$ cat src/rtl/muldiv_seq_if.sv
// Pipeline-side bundle for the iterative multiply/divide sequencer.
// Carries the EX-stage request, the shared-ALU loop and the result/stall signals.
interface muldiv_seq_if #(
  parameter int WIDTH = 32
);
  logic             start;
  logic [2:0]       funct3;
  logic [WIDTH-1:0] src_a;
  logic [WIDTH-1:0] src_b;
  logic [WIDTH-1:0] alu_result;
  logic             alu_own;
  logic [WIDTH-1:0] alu_a;
  logic [WIDTH-1:0] alu_b;
  logic [2:0]       alu_ctrl;
  logic             stall;
  logic             done;
  logic [WIDTH-1:0] result;
  logic             illegal;

  // The pipeline drives requests and returns the shared ALU output.
  modport master (
    output start, funct3, src_a, src_b, alu_result,
    input  alu_own, alu_a, alu_b, alu_ctrl, stall, done, result, illegal
  );

  modport slave (
    input  start, funct3, src_a, src_b, alu_result,
    output alu_own, alu_a, alu_b, alu_ctrl, stall, done, result, illegal
  );
endinterface

$ cat src/rtl/muldiv_seq.sv
// Iterative MUL/DIV/DIVU/REM/REMU sequencer that borrows the EX-stage add/sub ALU.
// Optional macro MULDIV_DBZ_FAST_EN: divide/remainder by zero skips the ITER phase.
module muldiv_seq #(
  parameter int WIDTH = 32
) (
  input logic          clk,
  input logic          reset_n,
  muldiv_seq_if.slave  bus
);
  localparam int CW = $clog2(WIDTH + 1);

  typedef enum logic [2:0] {S_IDLE, S_PREP, S_ITER, S_FIXUP, S_DONE} state_t;

  state_t           r_state;
  logic [CW-1:0]    r_cnt;
  logic [2:0]       r_op;
  logic [WIDTH-1:0] r_a;       // multiplicand, or dividend shifting out / quotient shifting in
  logic [WIDTH-1:0] r_b;       // multiplier, or divisor
  logic [WIDTH-1:0] r_acc;     // product accumulator, or partial remainder
  logic [WIDTH-1:0] r_src_a;
  logic [WIDTH-1:0] r_result;
  logic             r_sign_q;
  logic             r_sign_r;
  logic             r_done;
  logic             r_illegal;

  logic             w_is_mul;
  logic             w_is_div;
  logic             w_signed;
  logic             w_is_rem;
  logic             w_illegal_op;
  logic             w_div_zero;
  logic             w_borrow;
  logic [WIDTH-1:0] w_rem_shift;
  logic [WIDTH-1:0] w_fix;
  logic             w_alu_own;
  logic [WIDTH-1:0] w_alu_a;
  logic [WIDTH-1:0] w_alu_b;
  logic [2:0]       w_alu_ctrl;

  assign w_is_mul     = (r_op == 3'b000);
  assign w_is_div     = r_op[2];
  assign w_signed     = r_op[2] & ~r_op[0];
  assign w_is_rem     = r_op[1];
  assign w_illegal_op = ~r_op[2] & (r_op != 3'b000);
  assign w_div_zero   = (r_b == '0);
  assign w_rem_shift  = {r_acc[WIDTH-2:0], r_a[WIDTH-1]};
  assign w_borrow     = (w_rem_shift < r_b);

  // Signed overflow (MIN / -1) falls out of the magnitude divide: |MIN|/1 = MIN, rem 0.
  always_comb begin
    w_fix = r_acc;
    if (w_is_div) begin
      if (w_div_zero)    w_fix = w_is_rem ? r_src_a : '1;
      else if (w_is_rem) w_fix = r_sign_r ? -r_acc : r_acc;
      else               w_fix = r_sign_q ? -r_a : r_a;
    end
  end

  // NOTE: every variable assigned in always_comb gets a default first, so no latch is inferred.
  always_comb begin
    w_alu_own  = 1'b0;
    w_alu_a    = '0;
    w_alu_b    = '0;
    w_alu_ctrl = 3'b000;
    if (r_state == S_ITER) begin
      w_alu_own = 1'b1;
      if (w_is_mul) begin
        if (r_b[0]) begin
          w_alu_a = r_acc;
          w_alu_b = r_a;
        end
      end else begin
        w_alu_a    = w_rem_shift;
        w_alu_b    = r_b;
        w_alu_ctrl = 3'b001;
      end
    end
  end

  assign bus.alu_own  = w_alu_own;
  assign bus.alu_a    = w_alu_a;
  assign bus.alu_b    = w_alu_b;
  assign bus.alu_ctrl = w_alu_ctrl;
  assign bus.stall    = (r_state inside {S_PREP, S_ITER, S_FIXUP}) | ((r_state == S_IDLE) & bus.start);
  assign bus.done     = r_done;
  assign bus.result   = r_result;
  assign bus.illegal  = r_illegal;

  // NOTE: sequential state uses non-blocking assignments only; reset is synchronous and clears every register.
  always_ff @(posedge clk) begin
    if (!reset_n) begin
      r_state   <= S_IDLE;
      r_cnt     <= '0;
      r_op      <= '0;
      r_a       <= '0;
      r_b       <= '0;
      r_acc     <= '0;
      r_src_a   <= '0;
      r_result  <= '0;
      r_sign_q  <= 1'b0;
      r_sign_r  <= 1'b0;
      r_done    <= 1'b0;
      r_illegal <= 1'b0;
    end else begin
      case (r_state)
        S_IDLE: begin
          if (bus.start) begin
            r_op    <= bus.funct3;
            r_a     <= bus.src_a;
            r_b     <= bus.src_b;
            r_src_a <= bus.src_a;
            r_acc   <= '0;
            r_state <= S_PREP;
          end
        end
        S_PREP: begin
          r_cnt    <= CW'(WIDTH);
          r_sign_q <= w_signed & (r_a[WIDTH-1] ^ r_b[WIDTH-1]);
          r_sign_r <= w_signed & r_a[WIDTH-1];
          if (w_signed) begin
            r_a <= r_a[WIDTH-1] ? -r_a : r_a;
            r_b <= r_b[WIDTH-1] ? -r_b : r_b;
          end
          if (w_illegal_op) begin
            r_result  <= '0;
            r_done    <= 1'b1;
            r_illegal <= 1'b1;
            r_state   <= S_DONE;
`ifdef MULDIV_DBZ_FAST_EN
          end else if (w_is_div && w_div_zero) begin
            r_state <= S_FIXUP;
`else
`endif
          end else begin
            r_state <= S_ITER;
          end
        end
        S_ITER: begin
          r_cnt <= r_cnt - CW'(1);
          if (w_is_mul) begin
            if (r_b[0]) r_acc <= bus.alu_result;
            r_a <= r_a << 1;
            r_b <= r_b >> 1;
          end else begin
            r_acc <= w_borrow ? w_rem_shift : bus.alu_result;
            r_a   <= {r_a[WIDTH-2:0], ~w_borrow};
          end
          if (r_cnt == CW'(1)) r_state <= S_FIXUP;
        end
        S_FIXUP: begin
          r_result <= w_fix;
          r_done   <= 1'b1;
          r_state  <= S_DONE;
        end
        S_DONE: begin
          r_done    <= 1'b0;
          r_illegal <= 1'b0;
          r_state   <= S_IDLE;
        end
        default: r_state <= S_IDLE;
      endcase
    end
  end
endmodule

$ cat src/flat_wrapper.sv
// flat-port wrapper written by rule: the top's interface ports become plain ports
module muldiv_seq_flat 
#(
  parameter int WIDTH = 32
)
  (clk, reset_n, bus_start, bus_funct3, bus_src_a, bus_src_b, bus_alu_result, bus_alu_own, bus_alu_a, bus_alu_b, bus_alu_ctrl, bus_stall, bus_done, bus_result, bus_illegal);
  muldiv_seq_if #(.WIDTH(WIDTH)) bus_i ();
  input logic clk;
  input logic reset_n;
  input wire logic [$bits(bus_i.start)-1:0] bus_start;
  input wire logic [$bits(bus_i.funct3)-1:0] bus_funct3;
  input wire logic [$bits(bus_i.src_a)-1:0] bus_src_a;
  input wire logic [$bits(bus_i.src_b)-1:0] bus_src_b;
  input wire logic [$bits(bus_i.alu_result)-1:0] bus_alu_result;
  output wire logic [$bits(bus_i.alu_own)-1:0] bus_alu_own;
  output wire logic [$bits(bus_i.alu_a)-1:0] bus_alu_a;
  output wire logic [$bits(bus_i.alu_b)-1:0] bus_alu_b;
  output wire logic [$bits(bus_i.alu_ctrl)-1:0] bus_alu_ctrl;
  output wire logic [$bits(bus_i.stall)-1:0] bus_stall;
  output wire logic [$bits(bus_i.done)-1:0] bus_done;
  output wire logic [$bits(bus_i.result)-1:0] bus_result;
  output wire logic [$bits(bus_i.illegal)-1:0] bus_illegal;
  assign bus_i.start = bus_start;
  assign bus_i.funct3 = bus_funct3;
  assign bus_i.src_a = bus_src_a;
  assign bus_i.src_b = bus_src_b;
  assign bus_i.alu_result = bus_alu_result;
  assign bus_alu_own = bus_i.alu_own;
  assign bus_alu_a = bus_i.alu_a;
  assign bus_alu_b = bus_i.alu_b;
  assign bus_alu_ctrl = bus_i.alu_ctrl;
  assign bus_stall = bus_i.stall;
  assign bus_done = bus_i.done;
  assign bus_result = bus_i.result;
  assign bus_illegal = bus_i.illegal;
  muldiv_seq #(.WIDTH(WIDTH)) u_core (.clk(clk), .reset_n(reset_n), .bus(bus_i));
endmodule
$ cat config.mk
export PLATFORM = sky130hd
export DESIGN_NAME = muldiv_seq_flat
export DESIGN_NICKNAME = d
export VERILOG_FILES = /design/src/rtl/muldiv_seq_if.sv /design/src/rtl/muldiv_seq.sv /design/src/flat_wrapper.sv
export SDC_FILE = /design/constraint.sdc
export NUM_CORES = 1
export LEC_CHECK = 0
export BUFFER_PORTS_ARGS = -buffer_cell sky130_fd_sc_hd__buf_2
export CELL_PAD_IN_SITES_DETAIL_PLACEMENT = 2
export CELL_PAD_IN_SITES_GLOBAL_PLACEMENT = 2
export CORE_ASPECT_RATIO = 0.8
export CORE_MARGIN = 2
export CORE_UTILIZATION = 36
export CTS_CLUSTER_DIAMETER = 100
export DETAILED_ROUTE_END_ITERATION = 7
export PLACE_DENSITY_LB_ADDON = 0.1
export SYNTH_ARGS = -nofsm -noshare
export SYNTH_HDL_FRONTEND = slang
export SYNTH_SLANG_ARGS = --single-unit
$ cat constraint.sdc
create_clock -name clk -period 5.6 [get_ports clk]
set_clock_uncertainty 0.1 [all_clocks]
set_input_delay 0.28 -clock clk [delete_from_list [all_inputs] [get_ports clk]]
set_output_delay 0.28 -clock clk [all_outputs]
set_load 0.005 [all_outputs]
# == Yosys cells after proc, flatten, opt, wreduce, memory -nomap -nowiden ==
# Cells that the tools add are included.
# op_classes
div_mod_pow,0
bitwise_logic,10
order_cmp,1
shifts,0
n_mux,40
reduce_logical,21
addsub,4
multipliers,0
eq_ne,13
# op_table
cell,n
32-bit 2-to-1 mux,24
32-bit one-hot mux with 3 select lines,2
32-bit one-hot mux with 2 select lines,2
32-bit negation,3
32-bit zero test,1
32-bit < comparator,1
3-bit 2-to-1 mux,4
3-bit one-hot mux with 4 select lines,1
6-bit one-hot mux with 2 select lines,1
3-bit nonzero test,4
2-bit by 1-bit != test with 1-bit output (second input constant),5
2-bit AND reduction,5
4-bit AND reduction,2
2-bit nonzero test,4
3-bit by 2-bit equality test with 1-bit output (second input constant),2
6-bit by 1-bit equality test with 1-bit output (second input constant),1
3-bit zero test,2
3-bit AND reduction,2
6-bit by 1-bit subtractor with 6-bit output (second input constant),1
1-bit bitwise AND,5
5-bit AND reduction,1
1-bit 2-to-1 mux,4
2-bit != test (second input constant),2
3-bit by 1-bit equality test with 1-bit output (second input constant),1
other kinds (7),9
# totals
output_inout_bits,103
romBits,0
ram_bits,0
latchBits,0
in_bits,102
reg_bits,176
mem_count,0

# == Logic depth before layout (Yosys ltp) ==
# Gate-level depths: netlist (run 1).
# depth
ltp_word,6
ltp_mapped,13
depth_no_buf,10

# == Worst setup path after synthesis (run 1) ==
# OpenSTA, ideal clock, no wires.
# synth_path
path_kind,register to register
from,register u_core.r_a[10]
to,"register u_core.r_result[31], in the netlist u_core.bus.result[31]"
t_arrival_ns,3.086
required_time_ns,5.431
stages_incl_launch_ff,14
setup_ns,0.069
path_buffers,3
setup_slack_ns,2.345
path_cell_list,dfxtp_1 -> buf_6 -> or4_4 -> buf_6 -> or4_4 -> buf_6 -> or4_4 -> nor3_1 -> ha_1 -> nand2_1 -> o21ai_0 -> a21oi_1 -> o21ai_0 -> o21ai_1
# synth_via
elab_chain_len,6
# synth_lines
item,line_no,text
"start, declared",muldiv_seq.sv:17,logic [WIDTH-1:0] r_a;
"start signal, assigned",muldiv_seq.sv:110,r_a <= bus.src_a;
"start signal, assigned",muldiv_seq.sv:122,r_a <= r_a[WIDTH-1] ? -r_a : r_a;
"start signal, assigned",muldiv_seq.sv:143,r_a <= r_a << 1;
32-bit negation,muldiv_seq.sv:56,else w_fix = r_sign_q ? -r_a : r_a;
32-bit 2-to-1 mux,muldiv_seq.sv:56,
32-bit 2-to-1 mux,muldiv_seq.sv:55,else if (w_is_rem) w_fix = r_sign_r ? -r_acc : r_acc;
32-bit 2-to-1 mux,muldiv_seq.sv:54,if (w_div_zero) w_fix = w_is_rem ? r_src_a : '1;
32-bit 2-to-1 mux,muldiv_seq.sv:53,if (w_is_div) begin
32-bit one-hot mux with 2 select lines,muldiv_seq.sv:106,case (r_state)
"end signal, assigned",muldiv_seq.sv:152,r_result <= w_fix;
"end, declared",muldiv_seq.sv:21,logic [WIDTH-1:0] r_result;
# Every way passes these cells.
# A chain may end at the register's enable or synchronous reset.

# == Worst setup path in the final report (run 1) ==
# layout_path
from,register u_core.r_state[1]
to,output port bus_alu_b[13]
# layout_via
elab_chain_len,2
# layout_lines
item,line_no,text
"start, declared",muldiv_seq.sv:14,state_t r_state;
"start signal, assigned",muldiv_seq.sv:93,r_state <= S_IDLE;
"start signal, assigned",muldiv_seq.sv:114,r_state <= S_PREP;
"start signal, assigned",muldiv_seq.sv:129,r_state <= S_DONE;
3-bit by 2-bit equality test with 1-bit output,muldiv_seq.sv:66,if (r_state == S_ITER) begin
32-bit 2-to-1 mux,muldiv_seq.sv:66,
"end, declared",flat_wrapper.sv:17,output wire logic [$bits(bus_i.alu_b)-1:0] bus_alu_b;
# Every way passes these cells.

==> results of run 1 <==
## how the worst max path moves through the flow
stage                                        to              start  cells past startpoint  slack (ns)
final                             bus_alu_b[13]  u_core.r_state[1]                      7        1.45
after global routing              bus_alu_b[13]  u_core.r_state[1]                      7        1.18
after CTS                         bus_alu_b[13]  u_core.r_state[1]                      7        1.49
after detailed placement          bus_alu_b[17]  u_core.r_state[1]                      7        1.99
after global placement            bus_alu_b[13]  u_core.r_state[1]                      7        2.11
after floorplan           u_core.bus.result[31]     u_core.r_a[10]                     13        2.35
## critical path, cell delays in order (launching register included)
cell and delay (ns):
sky130_fd_sc_hd__dfxtp_1 0.71, sky130_fd_sc_hd__nand2_1 0.40, sky130_fd_sc_hd__inv_2 0.48, sky130_fd_sc_hd__nand2_1 0.23, sky130_fd_sc_hd__nor2_4 0.64, sky130_fd_sc_hd__buf_4 0.48
sky130_fd_sc_hd__a22o_1 0.21, sky130_fd_sc_hd__buf_2 0.13
## power by group through the flow
stage          logic (uW)  registers [uW]  clock network [uW]
2_1_floorplan         787            1410                   0
5_1_grt              1240            1530                1260
3_5_place_dp         1090            1540                   0
3_3_place_gp         1050            1540                   0
4_1_cts              1130            1510                1200
6_report             1160            1530                1200
## state kept, by name, indices dropped and copies added (netlist names)
signal              flops
u_core.bus.illegal      1
u_core.r_state          3
u_core.bus.done         1
u_core.r_acc           32
u_core.r_src_a         32
u_core.r_sign_q         1
u_core.r_sign_r         1
u_core.r_cnt            6
u_core.r_b             32
u_core.bus.result      32
u_core.r_a             32
u_core.r_op             3
## repair_timing
item	in CTS	in global routing
hold buffers	50	2
setup endpoints to repair	0	0
endpoints found under the hold margin	50	2
## through the flow
step	area (um^2)	util, %
2_1_floorplan	12670	-
3_3_place_gp	13890	39.99
3_5_place_dp	13890	39.99
4_1_cts	14920	42.97
5_1_grt	14950	43.04
6_report	14950	43.04
## Yosys cell counts (36+ instances only)
master and number:
sky130_fd_sc_hd__a21oi_1 122, sky130_fd_sc_hd__a22o_1 106, sky130_fd_sc_hd__a22oi_1 44, sky130_fd_sc_hd__clkbuf_1 186, sky130_fd_sc_hd__dfxtp_1 176, sky130_fd_sc_hd__ha_1 37
sky130_fd_sc_hd__inv_1 50, sky130_fd_sc_hd__nand2_1 141, sky130_fd_sc_hd__nand3_1 57, sky130_fd_sc_hd__nor2_1 88, sky130_fd_sc_hd__nor3_1 85, sky130_fd_sc_hd__o21ai_0 90
sky130_fd_sc_hd__xnor2_1 36
## per-layer routing
| metal | vias to the layer above | part of all wire, % |
|---|---|---|
| met5 | - | 0 |
| met4 | 0 | 4.1 |
| met3 | 149 | 6.6 |
| met2 | 637 | 47 |
| met1 | 7692 | 42 |
| li1 | 6533 | - |
## area by class of cell
cell class	instances	area, um^2
clock inverters	15	110.1
repair buffers	299	1869
fillers	4027	19780
inverters	51	192.7
flip-flops and latches	176	3523
well taps	472	590.6
diodes	2	5.005
clock buffers	17	425.4
multi-input cells	1238	8232
## placed cells by master, fill, tap and decap left out, types with 24 or more instances in the layout
cell type | Yosys | layout
sky130_fd_sc_hd__a21oi_1 | 122 | 120
sky130_fd_sc_hd__a22o_1 | 106 | 106
sky130_fd_sc_hd__a22oi_1 | 44 | 44
sky130_fd_sc_hd__a311o_1 | 33 | 33
sky130_fd_sc_hd__buf_2 | 1 | 202
sky130_fd_sc_hd__buf_4 | 3 | 45
sky130_fd_sc_hd__dfxtp_1 | 176 | 176
sky130_fd_sc_hd__dlygate4sd3_1 | 0 | 52
sky130_fd_sc_hd__ha_1 | 37 | 37
sky130_fd_sc_hd__inv_1 | 50 | 49
sky130_fd_sc_hd__nand2_1 | 141 | 141
sky130_fd_sc_hd__nand3_1 | 57 | 57
sky130_fd_sc_hd__nor2_1 | 88 | 86
sky130_fd_sc_hd__nor3_1 | 85 | 82
sky130_fd_sc_hd__nor4_1 | 27 | 25
sky130_fd_sc_hd__o21ai_0 | 90 | 89
sky130_fd_sc_hd__or3_1 | 24 | 24
sky130_fd_sc_hd__xnor2_1 | 36 | 36
## cell families (layout without fill, tap and decap cells)
group	Yosys count	count (layout)	synth area share (%)
xor gates and xnor gates	56	56	3.872
DFF	176	176	27.82
AOI/OAI and AO/OA	614	614	35.50
adders and majority gates	37	37	3.655
muxes	19	19	1.502
other	1	4	0.02961
buffers and inverters	253	382	7.774
and+or+nand+nor	510	510	19.85
==> reports/results.md, run 1 <==
| Step | Metric | Reported |
| --- | --- | --- |
| status | Run status | completed |
| routing | DRC Markers | 0 |
| sta | Total setup violations reported at the end of the flow | 0 |
| logic synthesis | Primary flip-flop cell chosen by synthesis mapping | sky130_fd_sc_hd__dfxtp_1 |
| worst setup path | Launching element type of the critical path | register |
| power and ir drop | Internal Dissipation | 2278 uW |
| power and ir drop | Static leakage | 0.006054 uW |
| logic synthesis | Distinct cell type count after synthesis | 71 |
| sta | Tcrit/Tclk final | 74.16% |
| sta | Final hold slack | 0.006314 ns |
| power and ir drop | Proportion of power drawn by the clock network | 30.9% |
| logic synthesis | Proportion of netlist area held by the largest area contributor | 27.82% |
| grt | Top Usage Layer GRT | met2 |
| grt | Number of global-route vias before repair | 15,200 |
| logic synthesis | Number of synthesized flops with an enable pin | 0 |
| cts | Clock tree root buffer cell | sky130_fd_sc_hd__clkbuf_16 |
| routing | Number of detailed-route iterations in the first pass | 8 |
| worst setup path | Reg2Reg Depth | 6 |
| worst setup path | R2R Path End | u_core.bus.result[30] |
| cells and area | Non-filler cells in the finished layout | 2,270 |
| routing | Post-detailed-route count of antenna-violating nets | 0 |
| power and ir drop | Peak supply drop | 0.2073 mV |
| routing | Final wirelength | 66,970 um |
| power and ir drop | Switching fraction of total power | 41.33% |
| die | Ports | 205 |
| cts | Number of buffers added by the clock tree synthesis step | 17 |
| logic synthesis | Leading cell types by total area after synthesis | sky130_fd_sc_hd__dfxtp_1, sky130_fd_sc_hd__a22o_1, sky130_fd_sc_hd__clkbuf_1 |
| sta | Final setup TNS | 0 ns |
| cts | Clock slew seen by the registers of the worst setup and hold paths | 0.07 ns |
| sta | Worst max-slew margin expressed relative to the limit | 10.94% |
| sta | Final hold viol count | 0 |
| place | Port buffer count | 202 |
| sta | Worst Tran Pin Value | 1.330 ns |
| worst setup path | Critical path peak fanout | 33 |
| grt | Met2 track demand over resource in global routing | 59.61% |
| grt | Met3 demand-to-capacity share in global routing | 5.441% |
| sta | Maximum frequency from static timing analysis | 240.8 MHz |
| worst setup path | Path type of the worst setup path | reg2out |
| min path | Class of the tightest hold or removal check | in2reg |
| cells and area | Layout cell share with drive strength beyond 1 | 17.32% |
| die | Area of the die | 36,710 um^2 |
| cells and area | Post-synthesis to final-layout area growth | 18.02% |
| logic synthesis | Synthesized instance count | 1,666 |
| power and ir drop | Power per standard cell area | 259.7 nW/um^2 |
| logic synthesis | Cell type with the highest aggregate area in the netlist | sky130_fd_sc_hd__dfxtp_1 |
| power and ir drop | Net switching power | 1605 uW |
| sta | Final Critical Period | 4.153 ns |
| cts | CTS-repair resized insts | 0 |
| grt | Gr usage total | 36.24% |
| sta | Final-report max-slew violation count | 0 |
| routing | Initial DRC Count | 1,556 |
| flow run | Max Cap Viol | 0 |
| routing | Routed wirelength normalized by instance count | 29.50 um |
| grt | Met1 Resource Use GR | 47.28% |
| worst setup path | Critical path required time | 5.22 ns |
| die | Placeable Area | 34,730 um^2 |
| power and ir drop | Total power of the final layout | 3882 uW |
| sta | Post-route setup slack | 1.447 ns |
| cts | Number of setup buffers added after CTS | 0 |
| grt | Number of antenna violations at the first check in global routing | 1 |
| worst setup path | Kind of end point of the critical path | output pin |
| logic synthesis | Count of yosys warnings during synthesis | 0 |
| die | Row count | 61 |
| min path | Worst Hold Endpoint | u_core.r_src_a[31] |
| power and ir drop | Part of the power in combinational logic | 29.8% |
| grt | Maximum number of pins on one net before global-route repair | 66 |
| place | Post-place setup slack | 1.986 ns |
| logic synthesis | Post-synthesis register bit count | 176 |
| logic synthesis | Post-Syn Area per Cell | 7.603 um^2 |
| place | Number of instances in the placed design | 2,184 |
| logic synthesis | Cell area after technology mapping | 12,670 um^2 |
| logic synthesis | Register area share after synthesis | 27.82% |
| min path | Worst hold path depth | 3 |
| worst setup path | Arrival time at the worst endpoint | 3.77 ns |
| grt | Wire length of the first global-routing pass | 98,730 um |
| cts | # H-tree levels | 4 |
| cts | Total number of clock tree sinks | 176 |
| worst setup path | Register-to-register setup slack | 1.97 ns |
| grt | Total congestion overflow | 0 |
| sta | RSZ-0062 raised after global routing | false |
| min path | Launch instance of the worst min-delay path | bus_src_a[31] |
| logic synthesis | Share of flip-flops with an asynchronous set or reset | 0% |
| cts | Clock Tree Buf Depth | 2 |
| routing | Via count | 15,010 |
| cells and area | Final nets | 1,922 |
| place | Final weighted congestion in routability-driven placement | 0.9287 |
| cts | TritonCTS clock tree | built |
| cts | Clk_lat worst skew | 0.47 ns |
| die | Die Wd | 213.7 um |
| routing | Vias per Instance | 6.613 |
| die | Vertical die dimension | 171.8 um |
| place | DP HPWL | 46,710 um |
| worst setup path | Startpoint of the most critical register-to-register path | u_core.r_acc[8] |
| power and ir drop | Register share of total power | 39.3% |
| die | Effective utilization at floorplan | 36.47% |
No activity file was read; power rests on OpenSTA's default activity.
==> inputs of run 2 (changes only) <==
--- a/config.mk
+++ b/config.mk
@@ -10,7 +10,7 @@
 export CELL_PAD_IN_SITES_GLOBAL_PLACEMENT = 2
 export CORE_ASPECT_RATIO = 0.8
 export CORE_MARGIN = 2
-export CORE_UTILIZATION = 36
+export CORE_UTILIZATION = 33
 export CTS_CLUSTER_DIAMETER = 100
 export DETAILED_ROUTE_END_ITERATION = 7
 export PLACE_DENSITY_LB_ADDON = 0.1
==> constraint.sdc (replaced) <==
create_clock -name clk -period 4.1 [get_ports clk]
set_clock_uncertainty 0.1 [all_clocks]
set_input_delay 0.205 -clock clk [delete_from_list [all_inputs] [get_ports clk]]
set_output_delay 0.205 -clock clk [all_outputs]
set_load 0.005 [all_outputs]
==> reports/results.md, run 2 (synthesis results as in run 1) <==
| Step | Metric | Reported | vs previous |
| --- | --- | --- | --- |
| status | Run status | completed | unchanged |
| routing | Number of detailed-route iterations in the first pass | 5 | was 8 |
| min path | Class of the tightest hold or removal check | in2reg | unchanged |
| cts | Total number of clock tree sinks | 176 | unchanged |
| place | Port buffer count | 202 | unchanged |
| worst setup path | Reg2Reg Depth | 10 | was 6 |
| die | Row count | 64 | was 61 |
| routing | Routed wirelength normalized by instance count | 29.10 um | was 29.50 um |
| worst setup path | Worst setup path startpoint | u_core.r_state[1] | unchanged |
| cells and area | Layout cell share with drive strength beyond 1 | 18.60% | was 17.32% |
| routing | Via count | 14,960 | was 15,010 |
| sta | Worst Tran Pin Value | 1.209 ns | was 1.330 ns |
| cts | Clock Tree Buf Depth | 2 | unchanged |
| grt | Number of global-route vias before repair | 15,440 | was 15,200 |
| cells and area | Final nets | 1,970 | was 1,922 |
| place | DP HPWL | 48,580 um | was 46,710 um |
| cts | # H-tree levels | 4 | unchanged |
| power and ir drop | Switching fraction of total power | 40.66% | was 41.33% |
| place | Total cell area at the placement stage | 14,200 um^2 | was 13,890 um^2 |
| sta | Tcrit/Tclk final | 86.37% |  |
| worst setup path | Cell type group with the largest total delay on the critical path | simple AND/OR/NAND/NOR gates | unchanged |
| sta | Total setup violations reported at the end of the flow | 0 | unchanged |
| cells and area | Final core utilization | 40.61% | was 43.04% |
| routing | Post-detailed-route count of antenna-violating nets | 0 | unchanged |
| die | Area of the die | 39,970 um^2 | was 36,710 um^2 |
| grt | Wire length of the first global-routing pass | 100,600 um | was 98,730 um |
| die | Vertical die dimension | 179.2 um | was 171.8 um |
| cts | TritonCTS clock tree | built | unchanged |
| power and ir drop | Internal Dissipation | 3215 uW | was 2278 uW |
| cells and area | Leading cell type in the layout, fill and taps excluded | sky130_fd_sc_hd__buf_2 | unchanged |
| power and ir drop | Peak supply drop | 0.2751 mV | was 0.2073 mV |
| cts | Clock slew seen by the registers of the worst setup and hold paths | 0.08 ns | was 0.07 ns |
| grt | Maximum number of pins on one net before global-route repair | 75 | was 66 |
| worst setup path | Register-to-register setup slack | 0.62 ns | was 1.97 ns |
| power and ir drop | Part of the power in combinational logic | 30.8% | was 29.8% |
| power and ir drop | Proportion of power drawn by the clock network | 31.4% | was 30.9% |
| flow run | Max Cap Viol | 0 | unchanged |
| sta | Final-report max-slew violation count | 0 | unchanged |
| place | Final weighted congestion in routability-driven placement | 0.8833 | was 0.9287 |
| worst setup path | Instance count on the critical path | 6 | was 7 |
| worst setup path | Destination of the critical timing path | bus_alu_b[28] | was bus_alu_b[13] |
| routing | Final wirelength | 68,120 um | was 66,970 um |
| worst setup path | Path type of the worst setup path | reg2out | unchanged |
| worst setup path | Critical path required time | 3.80 ns | was 5.22 ns |
| worst setup path | Kind of end point of the critical path | output pin | unchanged |
| cts | Clk_lat worst skew | 0.48 ns | was 0.47 ns |
| worst setup path | CP max stage delay | 0.75 ns | was 0.71 ns |
| die | Placeable Area | 38,040 um^2 | was 34,730 um^2 |
| power and ir drop | Net switching power | 2203 uW | was 1605 uW |
| cts | Number of setup buffers added after CTS | 0 | unchanged |
| power and ir drop | Total power of the final layout | 5418 uW | was 3882 uW |
| worst setup path | Buffers & Inverters on Critical Path | 3 | unchanged |
| die | Ports | 205 | unchanged |
| worst setup path | Launching element type of the critical path | register | unchanged |
| grt | Total congestion overflow | 0 | unchanged |
| grt | Gr usage total | 33.74% | was 36.24% |
| sta | Final setup TNS | 0 ns | unchanged |
| cells and area | Commonest cells after routing, fill and taps aside | sky130_fd_sc_hd__buf_2, sky130_fd_sc_hd__dfxtp_1, sky130_fd_sc_hd__nand2_1 | unchanged |
| power and ir drop | Register share of total power | 37.8% | was 39.3% |
| sta | RSZ-0062 raised after global routing | false | unchanged |
| sta | Maximum frequency from static timing analysis | 282.4 MHz |  |
| worst setup path | Startpoint of the most critical register-to-register path | u_core.r_a[10] | was u_core.r_acc[8] |
| routing | Vias per Instance | 6.388 | was 6.613 |
| worst setup path | R2R Path End | u_core.bus.result[31] | was u_core.bus.result[30] |
| cts | Clock tree root buffer cell | sky130_fd_sc_hd__clkbuf_16 | unchanged |
| worst setup path | Crit path max-delay cell type | sky130_fd_sc_hd__dfxtp_1 | unchanged |
| sta | Final Critical Period | 3.541 ns |  |
| sta | Final hold viol count | 0 | unchanged |
| die | Effective utilization at floorplan | 33.30% | was 36.47% |
| cells and area | Fin area | 15,450 um^2 | was 14,950 um^2 |
| cells and area | Post-synthesis to final-layout area growth | 21.96% | was 18.02% |
| worst setup path | Series of cell instances along the critical path | nand2_1 > inv_2 > and2_2 > buf_12 > a22o_1 > buf_2 | was nand2_1 > inv_2 > nand2_1 > nor2_4 > buf_4 > a22o_1 > buf_2 |
| grt | Number of antenna violations at the first check in global routing | 1 | unchanged |
| worst setup path | Arrival time at the worst endpoint | 3.24 ns | was 3.77 ns |
| power and ir drop | Static leakage | 0.006289 uW | was 0.006054 uW |
| power and ir drop | Power per standard cell area | 350.7 nW/um^2 | was 259.7 nW/um^2 |
| worst setup path | Critical path peak fanout | 35 | was 33 |
| die | Die Wd | 223.0 um | was 213.7 um |
| sta | Worst max-slew margin expressed relative to the limit | 19.41% | was 10.94% |
| routing | Initial DRC Count | 1,225 | was 1,556 |
| routing | DRC Markers | 0 | unchanged |
| cts | Number of buffers added by the clock tree synthesis step | 17 | unchanged |
run 2: cell types whose count changed in the layout (fill, tap and decap cells not counted), sizes merged:
cell,before,now
bufinv,0,1
dlygate4sd3,52,68
clkinvlp,1,6
inv,56,55
clkinv,9,4
buf,247,279
run 2: timing repair:
item | CTS | global route
setup endpoints to repair | 0 | 0
hold endpoints to repair | 69 | 0
hold buffers | 68 | 0
gates resized for setup | 0 | 0
run 2: per-stage QoR:
step	hold slack [ns]	setup slack, ns	cells
2_1_floorplan	0.2410	0.8454	1667
5_1_grt	0.02108	0.4185	2340
3_3_place_gp	0.3431	0.6897	2239
4_1_cts	0.002320	0.5732	2339
6_report	0.01809	0.5588	2341
3_5_place_dp	0.3448	0.6733	2239
run 2: worst min path at each step:
stage                          start                     to  slack (ns)  cells after the start
2_1_floorplan          bus_src_a[16]     u_core.r_src_a[16]        0.24                      2
3_3_place_gp   u_core.bus.result[27]  u_core.bus.result[27]        0.34                      2
3_5_place_dp   u_core.bus.result[21]  u_core.bus.result[21]        0.34                      2
4_1_cts                bus_src_a[13]     u_core.r_src_a[13]       0.002                      3
5_1_grt                bus_src_a[13]     u_core.r_src_a[13]        0.02                      3
6_report               bus_src_b[10]         u_core.r_b[10]        0.02                      5
run 2: worst register-to-register path, cell delays in order (launching register included):
cell and delay (ns):
sky130_fd_sc_hd__dfxtp_1 0.41, sky130_fd_sc_hd__or4_4 0.62, sky130_fd_sc_hd__or4_4 0.65, sky130_fd_sc_hd__or4_4 0.62
sky130_fd_sc_hd__nor3_1 0.15, sky130_fd_sc_hd__ha_1 0.25, sky130_fd_sc_hd__nand2_1 0.06, sky130_fd_sc_hd__o21ai_0 0.07
sky130_fd_sc_hd__a21oi_1 0.20, sky130_fd_sc_hd__o21ai_0 0.15, sky130_fd_sc_hd__o21ai_1 0.13
run 2: layout make-up:
class | instances | area (um^2)
Timing Repair Buffer | 347 | 2307
Clock inverter | 15 | 133.9
Clock buffer | 17 | 425.4
Inverter | 51 | 193.9
Fill cell | 4369 | 22590
Sequential cell | 176 | 3523
Antenna cell | 2 | 5.005
Tap cell | 495 | 619.3
Multi-Input combinational cell | 1238 | 8239
run 2: layer usage:
layer,part of all wire [%],vias to the layer above,global-route usage [%]
met1,44,7737,43.72
met4,3.7,0,13.65
met2,48,472,57.28
li1,-,6623,-
met5,0,-,0
met3,4.6,123,4.015
run 2: power groups by stage:
stage	sequential [uW]	clock (uW)	combinational [uW]
CTS	2030	1710	1640
global placement	2070	0	1530
global route	2060	1790	1800
detailed placement	2070	0	1580
floorplan	1920	0	1080
finish	2050	1700	1670
